File: config.mk
export PLATFORM = sky130hd
export DESIGN_NAME = memory_controller
export DESIGN_NICKNAME = d
export VERILOG_FILES = /design/src/rtl/memory_controller_pkg.sv /design/src/rtl/memory_controller_address_decoder.sv /design/src/rtl/memory_controller.sv
export SDC_FILE = /design/constraint.sdc
export NUM_CORES = 1
export LEC_CHECK = 0
export ABC_CLOCK_PERIOD_IN_PS = 2100
export CORE_MARGIN = 5
export CORE_UTILIZATION = 43
export DETAILED_ROUTE_END_ITERATION = 10
export GPL_ROUTABILITY_DRIVEN = 1
export PLACE_DENSITY_LB_ADDON = 0.1
export REMOVE_ABC_BUFFERS = 1
export SYNTH_ARGS = -nofsm -noshare
export SYNTH_HDL_FRONTEND = slang
export SYNTH_SLANG_ARGS = --single-unit
File: constraint.sdc
create_clock -name clk -period 2.1 [get_ports clk]
set_input_delay 0.315 -clock clk [delete_from_list [all_inputs] [get_ports clk]]
set_output_delay 0.315 -clock clk [all_outputs]
set_load 0.005 [all_outputs]
File: src/rtl/memory_controller_pkg.sv
// Shared types for the memory controller: FSM states, address regions and the
// read data returned for unmapped or timed-out accesses.
package memory_controller_pkg;

  typedef enum logic [2:0] {
    IDLE,
    RAM_ACCESS,
    RAM_WAIT,
    PERIPH_WAIT,
    RESPOND
  } state_e;

  typedef enum logic [1:0] {
    REGION_RAM,
    REGION_PERIPH,
    REGION_UNMAPPED
  } region_e;

  localparam logic [31:0] ERROR_DATA = 32'hDEAD_BEEF;

endpackage

File: src/rtl/memory_controller_address_decoder.sv
// Combinational address decode: region of a byte address and its RAM word index.
// Zero latency; no flow control.
module address_decoder
  import memory_controller_pkg::*;
#(
  parameter int          RAM_WORDS   = 4096,
  parameter logic [31:0] PERIPH_BASE = 32'h8000_0000,
  localparam int         AW          = $clog2(RAM_WORDS)
) (
  input  logic [31:0]   addr_i,
  output logic [1:0]    region_o,
  output logic [AW-1:0] word_addr_o
);

  // One extra bit so a RAM that fills the whole 32-bit space still compares correctly.
  localparam logic [32:0] RAM_BYTES = 33'(RAM_WORDS) * 33'd4;

  always_comb begin
    region_o = REGION_UNMAPPED;
    if ({1'b0, addr_i} < RAM_BYTES) begin
      region_o = REGION_RAM;
    end else if (addr_i >= PERIPH_BASE) begin
      region_o = REGION_PERIPH;
    end
  end

  assign word_addr_o = addr_i[AW+1:2];

endmodule

File: src/rtl/memory_controller.sv
// Routes held core requests to block RAM or a peripheral port and returns a one-cycle
// ready pulse (RAM write 2, RAM read 3, unmapped 1, peripheral ack+1 cycles).
module memory_controller
  import memory_controller_pkg::*;
#(
  parameter int          RAM_WORDS      = 4096,
  parameter logic [31:0] PERIPH_BASE    = 32'h8000_0000,
  parameter int          TIMEOUT_CYCLES = 16,
  localparam int         AW             = $clog2(RAM_WORDS)
) (
  input  logic          clk,
  input  logic          reset,
  input  logic          core_read,
  input  logic          core_write,
  input  logic [31:0]   core_address,
  input  logic [31:0]   core_write_data,
  output logic [31:0]   core_read_data,
  output logic          core_ready,
  output logic          bus_error,
  output logic          ram_en,
  output logic          ram_we,
  output logic [AW-1:0] ram_addr,
  output logic [31:0]   ram_wdata,
  input  logic [31:0]   ram_rdata,
  output logic          periph_req,
  output logic          periph_we,
  output logic [31:0]   periph_addr,
  output logic [31:0]   periph_wdata,
  input  logic [31:0]   periph_rdata,
  input  logic          periph_ack
);

  localparam logic [7:0] TIMEOUT_LIM = 8'(TIMEOUT_CYCLES);

  logic [1:0]    region_raw;
  region_e       region;
  logic [AW-1:0] word_addr;

  address_decoder #(
    .RAM_WORDS   (RAM_WORDS),
    .PERIPH_BASE (PERIPH_BASE)
  ) u_decoder (
    .addr_i      (core_address),
    .region_o    (region_raw),
    .word_addr_o (word_addr)
  );

  assign region = region_e'(region_raw);

  state_e        state_q, state_d;
  logic [7:0]    cnt_q, cnt_d;
  logic          we_q, we_d;
  logic          ram_en_q, ram_en_d;
  logic          ram_we_q, ram_we_d;
  logic [AW-1:0] ram_addr_q, ram_addr_d;
  logic [31:0]   ram_wdata_q, ram_wdata_d;
  logic          preq_q, preq_d;
  logic          pwe_q, pwe_d;
  logic [31:0]   paddr_q, paddr_d;
  logic [31:0]   pwdata_q, pwdata_d;
  logic          ready_q, ready_d;
  logic          berr_q, berr_d;
  logic [31:0]   rdata_q, rdata_d;
  logic [7:0]    cnt_inc;

  assign cnt_inc = cnt_q + 8'd1;

  always_ff @(posedge clk or negedge reset) begin
    if (!reset) begin
      state_q <= IDLE;
    end else begin
      state_q <= state_d;
    end
  end

  always_comb begin
    state_d     = state_q;
    cnt_d       = cnt_q;
    we_d        = we_q;
    ram_en_d    = 1'b0;
    ram_we_d    = 1'b0;
    ram_addr_d  = ram_addr_q;
    ram_wdata_d = ram_wdata_q;
    preq_d      = preq_q;
    pwe_d       = pwe_q;
    paddr_d     = paddr_q;
    pwdata_d    = pwdata_q;
    ready_d     = 1'b0;
    berr_d      = 1'b0;
    rdata_d     = rdata_q;

    unique case (state_q)
      IDLE: begin
        cnt_d   = 8'd0;
        rdata_d = 32'h0;
        if (core_read || core_write) begin
          // A simultaneous read and write is serviced as a read.
          we_d = core_write && !core_read;
          unique case (region)
            REGION_RAM: begin
              state_d     = RAM_ACCESS;
              ram_en_d    = 1'b1;
              ram_we_d    = we_d;
              ram_addr_d  = word_addr;
              ram_wdata_d = core_write_data;
            end
            REGION_PERIPH: begin
              state_d  = PERIPH_WAIT;
              preq_d   = 1'b1;
              pwe_d    = we_d;
              paddr_d  = core_address;
              pwdata_d = core_write_data;
            end
            default: begin
              state_d = RESPOND;
              ready_d = 1'b1;
              berr_d  = 1'b1;
              rdata_d = we_d ? 32'h0 : ERROR_DATA;
            end
          endcase
        end
      end
      RAM_ACCESS: begin
        if (we_q) begin
          state_d = RESPOND;
          ready_d = 1'b1;
        end else begin
          state_d = RAM_WAIT;
        end
      end
      RAM_WAIT: begin
        state_d = RESPOND;
        ready_d = 1'b1;
        rdata_d = ram_rdata;
      end
      PERIPH_WAIT: begin
        cnt_d = cnt_inc;
        // Ack is checked first so it wins in the cycle the limit is reached.
        if (periph_ack) begin
          state_d = RESPOND;
          preq_d  = 1'b0;
          ready_d = 1'b1;
          rdata_d = we_q ? 32'h0 : periph_rdata;
        end else if (cnt_inc == TIMEOUT_LIM) begin
          state_d = RESPOND;
          preq_d  = 1'b0;
          ready_d = 1'b1;
          berr_d  = 1'b1;
          rdata_d = we_q ? 32'h0 : ERROR_DATA;
        end
      end
      RESPOND: begin
        state_d = IDLE;
        rdata_d = 32'h0;
      end
      default: begin
        state_d = IDLE;
      end
    endcase
  end

  always_ff @(posedge clk or negedge reset) begin
    if (!reset) begin
      cnt_q       <= 8'd0;
      we_q        <= 1'b0;
      ram_en_q    <= 1'b0;
      ram_we_q    <= 1'b0;
      ram_addr_q  <= '0;
      ram_wdata_q <= 32'h0;
      preq_q      <= 1'b0;
      pwe_q       <= 1'b0;
      paddr_q     <= 32'h0;
      pwdata_q    <= 32'h0;
      ready_q     <= 1'b0;
      berr_q      <= 1'b0;
      rdata_q     <= 32'h0;
    end else begin
      cnt_q       <= cnt_d;
      we_q        <= we_d;
      ram_en_q    <= ram_en_d;
      ram_we_q    <= ram_we_d;
      ram_addr_q  <= ram_addr_d;
      ram_wdata_q <= ram_wdata_d;
      preq_q      <= preq_d;
      pwe_q       <= pwe_d;
      paddr_q     <= paddr_d;
      pwdata_q    <= pwdata_d;
      ready_q     <= ready_d;
      berr_q      <= berr_d;
      rdata_q     <= rdata_d;
    end
  end

  assign core_read_data = rdata_q;
  assign core_ready     = ready_q;
  assign bus_error      = berr_q;
  assign ram_en         = ram_en_q;
  assign ram_we         = ram_we_q;
  assign ram_addr       = ram_addr_q;
  assign ram_wdata      = ram_wdata_q;
  assign periph_req     = preq_q;
  assign periph_we      = pwe_q;
  assign periph_addr    = paddr_q;
  assign periph_wdata   = pwdata_q;

endmodule
==> metrics <==
setup bufs post-CTS=0; Register Area=0.003954 mm²; Initial DRT Pass Iterations=4; Slew @ Worst Pin=0.5487 ns; initial antenna violation count=1; First DRT Iteration DRCs=286; CP required=2.40 ns; DRT antenna net count=0; post-route minimum period=2.044 ns; Synth area leaders=dfrtp_1 (58%), mux2_2 (11%), mux2_4 (8.6%), a22oi_1 (2.6%), a31oi_1 (2.6%); Sink Count=158; Cell Area, Synth=0.006809 mm²; Layout Cells excl Fill=1,031; Cell Pwr Density=1184 mW/mm²; setup violators final=0; Boundary Pins=279; post-route cell area=0.01068 mm²; Overall Power=12,650 µW; Synth top area share=58.07%; # fillers=1,153; count leader, synth=dfrtp_1; # rows=46; Max Freq=489.3 MHz; Root Driver=clkbuf_16; skew final=0.006825 ns; Final period util=97.31%; post-route setup TNS=0 ns; Final Net Count=936; startpoint types=primary input; first-pass GRT wire length=29.41 mm; Die X-Extent=135.8 µm; placed cells=998; dpl hpwl=14.38 mm; Crit. End Element=flop; Core ar.=0.01571 mm²; worst setup path endpoint=ram_wdata[29]$_DFFE_PN0P_; Worst slew margin=63.35%; via count=5,296; Seq/Total Area, Yosys=58.07%; CP top delay family=simple AND/OR/NAND/NOR gates; EDFF count, synth=0; Worst Hold Class=primary input to asynchronous set/reset pin; vias in the first global route=5,521; number of synthesized register bits=158; RSZ-0062 raised after global routing=false; proportion of layout cells with a drive suffix above 1=22.70%; H-tree level count=4; slowest CP cell=or4_4; number of remaining DRC errors=0; worst vdd ir=0.6045 mV; CP max stage delay=0.55 ns; global route overflow=0; Worst Reg2Reg Path Length in Cells=5; Wirelength per Cell=18.42 µm; max-cap violations=0; Leak=0.004545 µW; Crit path buffers/inverters=2; CTS buffer count=17; Clock Tree Buf Depth=2; RD Place Congestion=0.7995; most instantiated cells after synthesis=dfrtp_1 (158), mux2_2 (68), mux2_4 (39); Hold WS=0.3631 ns; Worst R2R End=core_read_data[8]$_DFFE_PN0P_; Synth area leader=dfrtp_1; CP max FO=19; crit path DAT=2.34 ns; status=completed; initial core utilization=43.33%; Die Area=0.01845 mm²; Synth Flop Type=dfrtp_1; clock insertion delay at the later pin of the skew report=0.42 ns; overall routing resource usage=20.45%; area of the multi-input gates=0.002645 mm²; dpl cell area=0.01005 mm²; pin count of the biggest net entering global routing=62; cells after synthesis=503; port bufs=278; CP startpoint=core_address[26]; Worst-path clk slew=0.06 ns; Ys Warns=0; Syn Area/Cell=13.54 µm²; final number of max-transition violations=0; Synth async-reset ratio=100.0%; worst-path cell chain=clkdlybuf4s50_1 -> or4_4 -> nor3_4 -> nand4_4 -> nor2_8 -> buf_12 -> mux2_4; area added between synthesis and finish=56.87%; Hold Vio Cnt, Final=0; CP Class=primary input to flop; WL final=18.99 mm; die height=135.8 µm; ant diodes=0; critical path depth in cells=7; CTS tree=built; Cell variety after synth=41; vias per cell=5.137; reg2reg start=cnt_q[3]$_DFFE_PN0P_; R2R setup slack=0.19 ns
==> kinds of logic after synthesis <==
group,after synthesis,share of synthesized area [%]
flops,158,58.07
compound gates,113,10.75
mux,108,19.99
simple gates,84,7.479
buf+inv,37,3.271
xor+xnor,2,0.2573
fa+ha+maj,1,0.1837
==> placed cells by master, fill, tap and decap left out, drive strengths merged, types with 5 or more instances in the layout <==
cell type / netlist / final
and3: 8 / 8
clkdlybuf4s50: 0 / 277
nand2b: 27 / 27
a22oi: 24 / 24
clkbuf: 17 / 22
dfrtp: 158 / 158
mux2: 107 / 107
nor2: 9 / 9
o21ai: 14 / 14
nor3: 5 / 5
nand2: 15 / 15
buf: 19 / 38
a221o: 8 / 8
a21oi: 31 / 31
a31oi: 28 / 28
==> cell type report <==
class / instances / area share (%)
Tap cell: 216 / 2.530
Clock buffer: 22 / 4.346
Clock inverter: 10 / 1.499
Sequential cell: 158 / 37.02
Inverter: 1 / 0.03514
Timing Repair Buffer: 316 / 29.81
Multi-Input combinational cell: 308 / 24.76
==> how the worst min path moves through the flow <==
stage                     slack, ns                  endpoint  start
after detailed placement       0.24   ram_addr[3]$_DFFE_PN0P_  reset
final                          0.36   ram_addr[3]$_DFFE_PN0P_  reset
after global placement         0.24  ram_wdata[9]$_DFFE_PN0P_  reset
after floorplan                0.02       bus_error$_DFF_PN0_  reset
after global routing           0.39   ram_addr[3]$_DFFE_PN0P_  reset
after CTS                      0.37   ram_addr[3]$_DFFE_PN0P_  reset
==> metrics by stage <==
stage	utilization, %	setup WS (ns)
4_1_cts	67.98	0.05072
5_1_grt	67.98	0.01641
3_3_place_gp	63.94	-0.3512
3_5_place_dp	63.94	-0.3878
2_1_floorplan	-	-5.452
6_report	67.98	0.05641
==> timing repair <==
action,in CTS,in global routing
hold endpoints to repair,36,0
setup endpoints to repair,24,0
hold buffers,1,0
gates resized for setup,1,0
==> layer usage <==
metal  GRT usage (%)  routed length [µm]  up-vias
met1           25.27                7606     2573
met4           7.447                 452        2
met5               0                   7        -
met2           33.68                9203      233
li1                -                   -     2449
met3           6.736                1723       39
==> flip-flops by register name, summed over array words and instances (netlist names) <==
register        flops
state_q             3
cnt_q               8
ram_addr           12
ram_en              1
periph_we           1
we_q                1
ram_wdata          32
bus_error           1
core_ready          1
periph_wdata       32
ram_we              1
periph_req          1
periph_addr        32
core_read_data     32
==> report_power, final <==
group,switching (µW),internal [µW],total [µW]
registers,517,4040,4560
logic,1860,2990,4850
clock network,1190,2050,3240
total,3560,9090,12600
(Power assumes the default switching activity.)
